File: src/rtl/wb_stage_pkg.sv
// Write-back stage shared types: FSM encoding and load lane masks.
// Imported by the WB interface, the load aligner and the stage top.
package wb_stage_pkg;

  localparam int WB_DW = 32;

  typedef enum logic [1:0] {
    WB_IDLE = 2'd0,
    WB_WAIT = 2'd1,
    WB_HOLD = 2'd2
  } wb_state_e;

  localparam logic [3:0] LSV_B = 4'b0001;
  localparam logic [3:0] LSV_H = 4'b0011;
  localparam logic [3:0] LSV_W = 4'b1111;

endpackage

File: src/rtl/wb_stage_if.sv
// Bundle of WB pipeline register, data-bus response, regfile,
// bypass and trace signals shared by the pipeline and wb_stage.
interface wb_stage_if;
  import wb_stage_pkg::*;

  logic             ext_stall;
  logic [WB_DW-1:0] wb_pc;
  logic [WB_DW-1:0] wb_inst;
  logic [WB_DW-1:0] wb_res;
  logic             wb_load;
  logic             wb_loadX;
  logic [3:0]       wb_lsV;
  logic [1:0]       wb_data_addr;
  logic             wb_al;
  logic             wb_regwen;
  logic [4:0]       wb_wreg;
  logic             wb_data_req;
  logic             wb_cp0ren;
  logic [WB_DW-1:0] wb_cp0rdata;
  logic [1:0]       wb_hiloren;
  logic [WB_DW-1:0] wb_hilordata;
  logic             data_data_ok;
  logic [WB_DW-1:0] data_rdata;

  logic             wb_stall_req;
  logic             rf_wen;
  logic [4:0]       rf_waddr;
  logic [WB_DW-1:0] rf_wdata;
  logic             fwd_valid;
  logic [4:0]       fwd_reg;
  logic [WB_DW-1:0] fwd_data;
  logic [WB_DW-1:0] debug_wb_pc;
  logic [3:0]       debug_wb_rf_wen;
  logic [4:0]       debug_wb_rf_wnum;
  logic [WB_DW-1:0] debug_wb_rf_wdata;

  modport master (
    output ext_stall, wb_pc, wb_inst, wb_res,
    output wb_load, wb_loadX, wb_lsV, wb_data_addr,
    output wb_al, wb_regwen, wb_wreg, wb_data_req,
    output wb_cp0ren, wb_cp0rdata,
    output wb_hiloren, wb_hilordata,
    output data_data_ok, data_rdata,
    input  wb_stall_req, rf_wen, rf_waddr, rf_wdata,
    input  fwd_valid, fwd_reg, fwd_data,
    input  debug_wb_pc, debug_wb_rf_wen,
    input  debug_wb_rf_wnum, debug_wb_rf_wdata
  );

  modport slave (
    input  ext_stall, wb_pc, wb_inst, wb_res,
    input  wb_load, wb_loadX, wb_lsV, wb_data_addr,
    input  wb_al, wb_regwen, wb_wreg, wb_data_req,
    input  wb_cp0ren, wb_cp0rdata,
    input  wb_hiloren, wb_hilordata,
    input  data_data_ok, data_rdata,
    output wb_stall_req, rf_wen, rf_waddr, rf_wdata,
    output fwd_valid, fwd_reg, fwd_data,
    output debug_wb_pc, debug_wb_rf_wen,
    output debug_wb_rf_wnum, debug_wb_rf_wdata
  );

endinterface

File: src/rtl/wb_stage_load_align.sv
// Load data aligner: shifts the addressed lane down and
// zero- or sign-extends byte and half loads.
module load_align
  import wb_stage_pkg::*;
(
  input  logic [WB_DW-1:0] i_src,
  input  logic [1:0]       i_data_addr,
  input  logic [3:0]       i_lsv,
  input  logic             i_loadx,
  output logic [WB_DW-1:0] o_data
);

  logic [WB_DW-1:0] w_sh;
  logic             w_ext_b;
  logic             w_ext_h;

  assign w_sh    = i_src >> {i_data_addr, 3'b000};
  assign w_ext_b = ~i_loadx & w_sh[7];
  assign w_ext_h = ~i_loadx & w_sh[15];

  always_comb begin
    o_data = i_src;
    case (i_lsv)
      LSV_B:   o_data = {{24{w_ext_b}}, w_sh[7:0]};
      LSV_H:   o_data = {{16{w_ext_h}}, w_sh[15:0]};
      default: o_data = i_src;
    endcase
  end

endmodule

File: src/rtl/wb_stage.sv
// Write-back stage: waits for load data, aligns it, picks the
// regfile write value and commits one write per instruction.
module wb_stage
  import wb_stage_pkg::*;
#(
  parameter int DW = 32
) (
  input logic      clk,
  input logic      reset,
  wb_stage_if.slave bus
);

  wb_state_e r_state;
  wb_state_e w_next;
  logic [DW-1:0] r_ld_buf;

  logic          w_need;
  logic          w_hold;
  logic          w_ready;
  logic          w_commit;
  logic          w_capture;
  logic [DW-1:0] w_src;
  logic [DW-1:0] w_ld_data;
  logic [DW-1:0] w_wdata;

  assign w_need    = bus.wb_data_req & bus.wb_load;
  assign w_hold    = (r_state == WB_HOLD);
  assign w_ready   = ~w_need | bus.data_data_ok | w_hold;
  assign w_commit  = w_ready & ~bus.ext_stall;
  assign w_capture = ~w_hold & w_need
                   & bus.data_data_ok & bus.ext_stall;

  always_comb begin
    w_next = r_state;
    case (r_state)
      WB_IDLE: begin
        if (w_need & ~bus.data_data_ok)
          w_next = WB_WAIT;
        else if (w_capture)
          w_next = WB_HOLD;
      end
      WB_WAIT: begin
        if (bus.data_data_ok)
          w_next = bus.ext_stall ? WB_HOLD : WB_IDLE;
      end
      WB_HOLD: begin
        if (~bus.ext_stall)
          w_next = WB_IDLE;
      end
      default: w_next = WB_IDLE;
    endcase
  end

  always_ff @(posedge clk or posedge reset) begin
    if (reset) begin
      r_state  <= WB_IDLE;
      r_ld_buf <= '0;
    end else begin
      r_state <= w_next;
      if (w_capture)
        r_ld_buf <= bus.data_rdata;
    end
  end

  assign w_src = w_hold ? r_ld_buf : bus.data_rdata;

  load_align u_align (
    .i_src       (w_src),
    .i_data_addr (bus.wb_data_addr),
    .i_lsv       (bus.wb_lsV),
    .i_loadx     (bus.wb_loadX),
    .o_data      (w_ld_data)
  );

  // Load beats link, CP0 and HI/LO reads; ALU result is the fallback.
  always_comb begin
    w_wdata = bus.wb_res;
    if (bus.wb_load)
      w_wdata = w_ld_data;
    else if (bus.wb_al)
      w_wdata = bus.wb_pc + 32'd8;
    else if (bus.wb_cp0ren)
      w_wdata = bus.wb_cp0rdata;
    else if (|bus.wb_hiloren)
      w_wdata = bus.wb_hilordata;
  end

  assign bus.wb_stall_req      = w_need & ~w_ready;
  assign bus.rf_wen            = w_commit & bus.wb_regwen;
  assign bus.rf_waddr          = bus.wb_wreg;
  assign bus.rf_wdata          = w_wdata;
  assign bus.fwd_valid         = bus.wb_regwen & w_ready;
  assign bus.fwd_reg           = bus.wb_wreg;
  assign bus.fwd_data          = w_wdata;
  assign bus.debug_wb_pc       = bus.wb_pc;
  assign bus.debug_wb_rf_wen   = {4{bus.rf_wen}};
  assign bus.debug_wb_rf_wnum  = bus.wb_wreg;
  assign bus.debug_wb_rf_wdata = w_wdata;

  a_no_ok_in_hold: assert property (
    @(posedge clk) disable iff (reset)
    !(w_hold && bus.data_data_ok)
  );

endmodule

File: src/flat_wrapper.sv
// flat-port wrapper written by rule: the top's interface ports become plain ports
module wb_stage_flat import wb_stage_pkg::*;
#(
  parameter int DW = 32
)
  (clk, reset, bus_ext_stall, bus_wb_pc, bus_wb_inst, bus_wb_res, bus_wb_load, bus_wb_loadX, bus_wb_lsV, bus_wb_data_addr, bus_wb_al, bus_wb_regwen, bus_wb_wreg, bus_wb_data_req, bus_wb_cp0ren, bus_wb_cp0rdata, bus_wb_hiloren, bus_wb_hilordata, bus_data_data_ok, bus_data_rdata, bus_wb_stall_req, bus_rf_wen, bus_rf_waddr, bus_rf_wdata, bus_fwd_valid, bus_fwd_reg, bus_fwd_data, bus_debug_wb_pc, bus_debug_wb_rf_wen, bus_debug_wb_rf_wnum, bus_debug_wb_rf_wdata);
  wb_stage_if bus_i ();
  input logic clk;
  input logic reset;
  input wire logic [$bits(bus_i.ext_stall)-1:0] bus_ext_stall;
  input wire logic [$bits(bus_i.wb_pc)-1:0] bus_wb_pc;
  input wire logic [$bits(bus_i.wb_inst)-1:0] bus_wb_inst;
  input wire logic [$bits(bus_i.wb_res)-1:0] bus_wb_res;
  input wire logic [$bits(bus_i.wb_load)-1:0] bus_wb_load;
  input wire logic [$bits(bus_i.wb_loadX)-1:0] bus_wb_loadX;
  input wire logic [$bits(bus_i.wb_lsV)-1:0] bus_wb_lsV;
  input wire logic [$bits(bus_i.wb_data_addr)-1:0] bus_wb_data_addr;
  input wire logic [$bits(bus_i.wb_al)-1:0] bus_wb_al;
  input wire logic [$bits(bus_i.wb_regwen)-1:0] bus_wb_regwen;
  input wire logic [$bits(bus_i.wb_wreg)-1:0] bus_wb_wreg;
  input wire logic [$bits(bus_i.wb_data_req)-1:0] bus_wb_data_req;
  input wire logic [$bits(bus_i.wb_cp0ren)-1:0] bus_wb_cp0ren;
  input wire logic [$bits(bus_i.wb_cp0rdata)-1:0] bus_wb_cp0rdata;
  input wire logic [$bits(bus_i.wb_hiloren)-1:0] bus_wb_hiloren;
  input wire logic [$bits(bus_i.wb_hilordata)-1:0] bus_wb_hilordata;
  input wire logic [$bits(bus_i.data_data_ok)-1:0] bus_data_data_ok;
  input wire logic [$bits(bus_i.data_rdata)-1:0] bus_data_rdata;
  output wire logic [$bits(bus_i.wb_stall_req)-1:0] bus_wb_stall_req;
  output wire logic [$bits(bus_i.rf_wen)-1:0] bus_rf_wen;
  output wire logic [$bits(bus_i.rf_waddr)-1:0] bus_rf_waddr;
  output wire logic [$bits(bus_i.rf_wdata)-1:0] bus_rf_wdata;
  output wire logic [$bits(bus_i.fwd_valid)-1:0] bus_fwd_valid;
  output wire logic [$bits(bus_i.fwd_reg)-1:0] bus_fwd_reg;
  output wire logic [$bits(bus_i.fwd_data)-1:0] bus_fwd_data;
  output wire logic [$bits(bus_i.debug_wb_pc)-1:0] bus_debug_wb_pc;
  output wire logic [$bits(bus_i.debug_wb_rf_wen)-1:0] bus_debug_wb_rf_wen;
  output wire logic [$bits(bus_i.debug_wb_rf_wnum)-1:0] bus_debug_wb_rf_wnum;
  output wire logic [$bits(bus_i.debug_wb_rf_wdata)-1:0] bus_debug_wb_rf_wdata;
  assign bus_i.ext_stall = bus_ext_stall;
  assign bus_i.wb_pc = bus_wb_pc;
  assign bus_i.wb_inst = bus_wb_inst;
  assign bus_i.wb_res = bus_wb_res;
  assign bus_i.wb_load = bus_wb_load;
  assign bus_i.wb_loadX = bus_wb_loadX;
  assign bus_i.wb_lsV = bus_wb_lsV;
  assign bus_i.wb_data_addr = bus_wb_data_addr;
  assign bus_i.wb_al = bus_wb_al;
  assign bus_i.wb_regwen = bus_wb_regwen;
  assign bus_i.wb_wreg = bus_wb_wreg;
  assign bus_i.wb_data_req = bus_wb_data_req;
  assign bus_i.wb_cp0ren = bus_wb_cp0ren;
  assign bus_i.wb_cp0rdata = bus_wb_cp0rdata;
  assign bus_i.wb_hiloren = bus_wb_hiloren;
  assign bus_i.wb_hilordata = bus_wb_hilordata;
  assign bus_i.data_data_ok = bus_data_data_ok;
  assign bus_i.data_rdata = bus_data_rdata;
  assign bus_wb_stall_req = bus_i.wb_stall_req;
  assign bus_rf_wen = bus_i.rf_wen;
  assign bus_rf_waddr = bus_i.rf_waddr;
  assign bus_rf_wdata = bus_i.rf_wdata;
  assign bus_fwd_valid = bus_i.fwd_valid;
  assign bus_fwd_reg = bus_i.fwd_reg;
  assign bus_fwd_data = bus_i.fwd_data;
  assign bus_debug_wb_pc = bus_i.debug_wb_pc;
  assign bus_debug_wb_rf_wen = bus_i.debug_wb_rf_wen;
  assign bus_debug_wb_rf_wnum = bus_i.debug_wb_rf_wnum;
  assign bus_debug_wb_rf_wdata = bus_i.debug_wb_rf_wdata;
  wb_stage #(.DW(DW)) u_core (.clk(clk), .reset(reset), .bus(bus_i));
endmodule
File: config.mk
export PLATFORM = sky130hd
export DESIGN_NAME = wb_stage_flat
export DESIGN_NICKNAME = d
export VERILOG_FILES = /design/src/rtl/wb_stage_pkg.sv /design/src/rtl/wb_stage_if.sv /design/src/rtl/wb_stage_load_align.sv /design/src/rtl/wb_stage.sv /design/src/flat_wrapper.sv
export SDC_FILE = /design/constraint.sdc
export NUM_CORES = 1
export LEC_CHECK = 0
export ABC_AREA = 1
export CAP_MARGIN = 10
export CORE_AREA = 2 2 144 146
export CTS_CLUSTER_DIAMETER = 40
export DETAILED_ROUTE_END_ITERATION = 16
export DIE_AREA = 0 0 146 148
export PLACE_DENSITY = 0.71
export SYNTH_ARGS = -nofsm -noshare
export SYNTH_HDL_FRONTEND = slang
export SYNTH_SLANG_ARGS = --single-unit
File: constraint.sdc
create_clock -name clk -period 2 [get_ports clk]
set_clock_uncertainty 0.2 [all_clocks]
set_input_delay 0.4 -clock clk [delete_from_list [all_inputs] [get_ports clk]]
set_output_delay 0.4 -clock clk [all_outputs]
set_load 0.01 [all_outputs]
; ---- Word level (Yosys, flattened, before mapping)
; Cells that the tools add are included.
[totals]
out_inout_bits = 150
inputBits = 215
elab_cells = 45
ff_bits = 34
[op_classes]
mux = 12
bitwise_logic = 19
reduce_logical = 3
n_shift = 1
add_sub_neg = 1
eq_ne = 7
[op_table]
columns = op, n
row1 = two-way mux 32 bit, 5
row2 = case mux 32 bit (2 select lines), 1
row3 = adder 32 x 4 -> 32 bit (second input constant), 1
row4 = right shift 32 x 5 -> 16 bit, 1
row5 = bitwise AND 1 bit, 11
row6 = two-way mux 2 bit, 5
row7 = inverter 1 bit, 6
row8 = case mux 2 bit (3 select lines), 1
row9 = == test 4 x 1 -> 1 bit (second input constant), 1
row10 = == test 4 x 2 -> 1 bit (second input constant), 1
row11 = != test 2 bit (second input constant), 2
row12 = != test 3 x 1 -> 1 bit (second input constant), 1
row13 = AND reduction 3 bit, 1
row14 = == test 2 x 1 -> 1 bit (second input constant), 1
row15 = == test 2 bit (second input constant), 1
row16 = logical NOT 2 bit, 1
row17 = bitwise OR 1 bit, 2
row18 = OR reduction 2 bit, 1

; ---- Depth between registers and ports, before layout
[depth]
ltp_word = 8
ltp_mapped = 13
mapped_depth_nobuf = 12

; ---- By module
; From an unflattened synthesis, not the netlist that was laid out.
[unflattened]
cells_unflattened = 992
area_unflattened_um2 = 5639.2
[by_module_without_submodules]
columns = mod, area_each_um2, instances, seq_area_each_um2, cells_per_inst
row1 = wb_stage, 4737.0, 1, 850.8, 806
row2 = load_align, 902.1, 1, 0.0, 186

; ---- Worst setup path before layout
; No wires, ideal clock.
[synth_path]
path_kind = input-to-output
startpoint = input bus_wb_load
endpoint = output bus_fwd_data[7]
slack_ns = -0.291
required_time_ns = 1.400
path_stages = 7
t_arrival_ns = 1.691
n_path_buf = 4
cell_sequence = buf_2 -> inv_1 -> clkbuf_1 -> clkbuf_1 -> o211ai_1 -> o21ai_0 -> buf_4
[synth_between]
elab_chain_cells = 1
[synth_lines]
columns = item, line_no
row1 = "start, declared", flat_wrapper.sv:14  ; input wire logic [$bits(bus_i.wb_load)-1:0] bus_wb_load;
row2 = two-way mux 32 bit, wb_stage.sv:78  ; if (bus.wb_load)
row3 = "end, declared", flat_wrapper.sv:34  ; output wire logic [$bits(bus_i.fwd_data)-1:0] bus_fwd_data;
; Every way passes these cells.

; ---- Final worst setup path
[layout_path]
startpoint = register u_core.r_state[0]
endpoint = output bus_fwd_data[25]
[layout_between]
elab_chain_cells = 6
word_cells_on_any_way = 7
cone_classes = eq/ne: 1 / shift: 1 / mux: 3 / bitwise: 2
[layout_lines]
columns = item, line_no
row1 = "start, declared", wb_stage.sv:13  ; wb_state_e r_state;
row2 = "start signal, assigned", wb_stage.sv:59  ; r_state <= w_next;
row3 = == test 2 bit (*), wb_stage.sv:27  ; assign w_hold = (r_state == WB_HOLD);
row4 = two-way mux 32 bit (*), wb_stage.sv:65  ; assign w_src = w_hold ? r_ld_buf : bus.data_rdata;
row5 = right shift 32 x 5 -> 16 bit, wb_stage_load_align.sv:17  ; assign w_sh = i_src >> {i_data_addr, 3'b000};
row6 = bitwise AND 1 bit (on tied branches), "wb_stage_load_align.sv:19, wb_stage_load_align.sv:18"
row7 = case mux 32 bit (2 select lines) (*), wb_stage_load_align.sv:23  ; case (i_lsv)
row8 = two-way mux 32 bit (*), wb_stage.sv:78
; Mark *: on every way between the ends. The rest lies on a longest branch, timed or not.

==> impl_metrics.ini <==
[outcome]
status = complete, but fails checks
violations = negative setup slack

[die]
dieArea_sq_um = 21610
fp.dieH_microns = 148
ioPinCount = 365
num_rows = 52
start_util = 0.2794
die_w_microns = 146
core_sq_um = 20040

[global_route]
grt_pass1_wl_mm = 43.68
grt_pass1_vias = 7675
antenna_found_initial = 0
grt_max_degree = 35
grt_use_total = 0.2558
overflow = 0

[drt]
via_count = 8068
firstDrtPassIters = 6
avgViaCountPerCell = 4.905
drt_iter0_drc = 515
drt_wl_total_mm = 29.70
drc = 0
ant_nets = 0
routedWlPerCell_microns = 18.06

[worst_setup_path]
timing.rr.end = u_core.r_ld_buf[12]
r2r_cells = 8
r2r_setup_slack_ns = 0.10
startpoint_type = register
crit_end = bus_fwd_data[25]
crit_start = u_core.r_state[0]
cp_slowest_cell = dfrtp_1
max_stage_delay_ns = 0.39
crit_fanout = 6
required_ns = 1.40
crit_chain = inv_2 > nand2_4 > clkbuf_16 > nand2_1 > nand3_2 > nand3_4 > nand2_8 > nand2_8 > nand3_4 > nand2_2 > inv_2 > buf_12 > buf_6
cp_data_arrival_time_ns = 2.05
rr_startpoint = u_core.r_state[0]
path_class = register to output port
cp-end-kind = output port

[power_and_ir_drop]
combPwrFrac = 0.631
switching_share = 0.3774
total_power_mw = 4.810
internal-power_mw = 2.995
clock_power_share = 0.178
seqPwrFrac = 0.190
switching_power_mw = 1.815
p_leak_nw = 5.324
ir_drop_uv = 421.7
powerDensity_nw_per_um2 = 428.9

[logic_synthesis]
yosysTopAreaCell = nand2_1
synth.most_common_cell = nand2_1
syn_inst = 993
synth-seq-area-share = 0.1520
synth-edff-count = 0
syn_avg_cell_area_sq_um = 5.639
synth_cell_types = 39
synth_seq_cells = 34
yosys_warnings = 0
yosysTopAreaCellShare = 0.1937
synth_nets = 1209
yosys_most_used_dff = dfrtp_1
netlist_top_cells_area = nand2_1 (19%), buf_4 (16%), dfrtp_1 (15%)
ys_async_sr_fraction = 1.000
synthTopCellsByCount = nand2_1 (289), buf_4 (117), nand3_1 (115), o21ai_0 (84), inv_1 (83)
syn_area_sq_um = 5599

[final_layout]
area_growth_pct = 100.3
multi_input_area_sq_um = 4431
fin_nets = 1590
ff_latch_area_sq_um = 850.8
antennaDiodeCount = 0
fillerInstances = 1913
drive_gt1_frac = 0.4145

[clocking]
cts_max_level = 2
cts_sinks = 34
clock_latency_ns = 0.28
numCtsBuffers = 5
clk_pin_slew_ns = 0.05
clock_path_buffers = 2
cts_tree = built
clock-root-buffer = clkbuf_16

[timing]
whs_ns = 0.2772
rsz0062_at_grt = yes
worst_slew_pin_slew_ns = 0.4518
period_minus_slack_ns = 2.654
drv_slew = 0
relSlewSlack = 0.6988
setup_ws_ns = -0.6540
finalSetupViolCount = 103
hold_viol_final = 0
min_period_over_period = 1.327
clock.fmax_mhz = 376.8

[placed_design]
dp_hpwl_mm = 23.08
place_congestion = 0.9813
port_buffers = 312

[flow_run]
maxCapViolCount = 0

[min_path]
hold_path_class = register to register
==> worst min-delay path by stage <==
| stage | from | end | slack [ns] | cells after the start |
|---|---|---|---|---|
| final | u_core.r_ld_buf[26] | u_core.r_ld_buf[26] | 0.28 | 2 |
| after global routing | u_core.r_ld_buf[2] | u_core.r_ld_buf[2] | 0.30 | 2 |
| after CTS | u_core.r_ld_buf[26] | u_core.r_ld_buf[26] | 0.28 | 2 |
| after detailed placement | u_core.r_ld_buf[26] | u_core.r_ld_buf[26] | 0.26 | 2 |
| after global placement | u_core.r_ld_buf[26] | u_core.r_ld_buf[26] | 0.26 | 2 |
| after floorplan | u_core.r_ld_buf[24] | u_core.r_ld_buf[24] | 0.24 | 2 |
==> what timing repair did <==
action,in CTS,in global routing
gates cloned,6,2
pin swaps,65,50
setup endpoints to repair,167,106
hold buffers,0,0
setup buffers,28,7
resized for setup,693,147
==> flip-flops by register name, summed over array words and instances (netlist names) <==
name / count
u_core.r_state: 2
u_core.r_ld_buf: 32
==> cell usage in the layout, fill, tap and decap left out, types with 14 or more instances in the layout <==
cell             Yosys  layout
nand3_4              1      15
nand2_1            289     199
nor2_2               3      17
a21oi_1             52      40
nand3_1            115      81
clkdlybuf4s50_1      0     162
buf_6                5     102
buf_4              117     181
inv_1               83      67
nand2_2              2      61
o211ai_1            24      24
nor2_1              66      40
nand3_2              1      22
inv_2                3      17
dfrtp_1             34      34
o21ai_0             84      62
o21ai_1              8      14
buf_12               0      16
nor3_1              20      15
buf_2               12      23
dlygate4sd2_1        0      25
nand2_4              1      29
==> cell families (layout without fill, tap and decap cells) <==
group | after synthesis | after routing | synth area share
simple gates | 514 | 518 | 0.3920
buf+inv | 252 | 630 | 0.2568
compound gates | 181 | 181 | 0.1777
flops | 34 | 34 | 0.1520
xor+xnor | 6 | 6 | 0.009385
mux | 5 | 5 | 0.01006
fa+ha+maj | 1 | 1 | 0.002234
==> power groups by stage <==
stage	logic, mW	clock network, mW	registers, mW
2_1_floorplan	1.32	0	0.901
3_3_place_gp	2.57	0	0.910
3_5_place_dp	2.59	0	0.918
4_1_cts	2.80	0.871	0.908
5_1_grt	3.24	0.901	0.934
6_report	3.04	0.858	0.915
==> critical path: cells and delay by family, from the launching register on <==
kind                   cells  cell delay [ns]
and+or+nand+nor            8             0.84
buffers and inverters      5             0.55
DFF                        1             0.39
==> final cells by class <==
cell class                      instances  share of cell area
Clock buffer                            7             0.01182
Clock inverter                          1            0.002677
Inverter                               86             0.02922
Multi-Input combinational cell        711              0.3950
Sequential cell                        34             0.07585
Tap cell                              270             0.03012
Timing Repair Buffer                  536              0.4553
==> per-stage QoR <==
step             util  TNS [ns]  setup WS (ns)  area (sq um)  std cells
2_1_floorplan       -    -4.231        -0.1012          5838        993
5_1_grt        0.5598    -64.78        -0.7343         11220       1645
4_1_cts        0.5313    -56.64        -0.6523         10650       1636
3_3_place_gp   0.4823   -132.90         -1.426          9664       1594
3_5_place_dp   0.4823   -133.35         -1.476          9664       1594
6_report       0.5598    -55.90        -0.6540         11220       1645
==> per-layer routing <==
| metal | share of wire | routed length, microns | GRT usage |
|---|---|---|---|
| met4 | 0.028 | 832 | 0.07670 |
| met3 | 0.072 | 2130 | 0.04074 |
| met5 | 0 | 0 | 0 |
| met2 | 0.49 | 14500 | 0.4425 |
| met1 | 0.41 | 12240 | 0.3288 |
(Power assumes the default switching activity.)
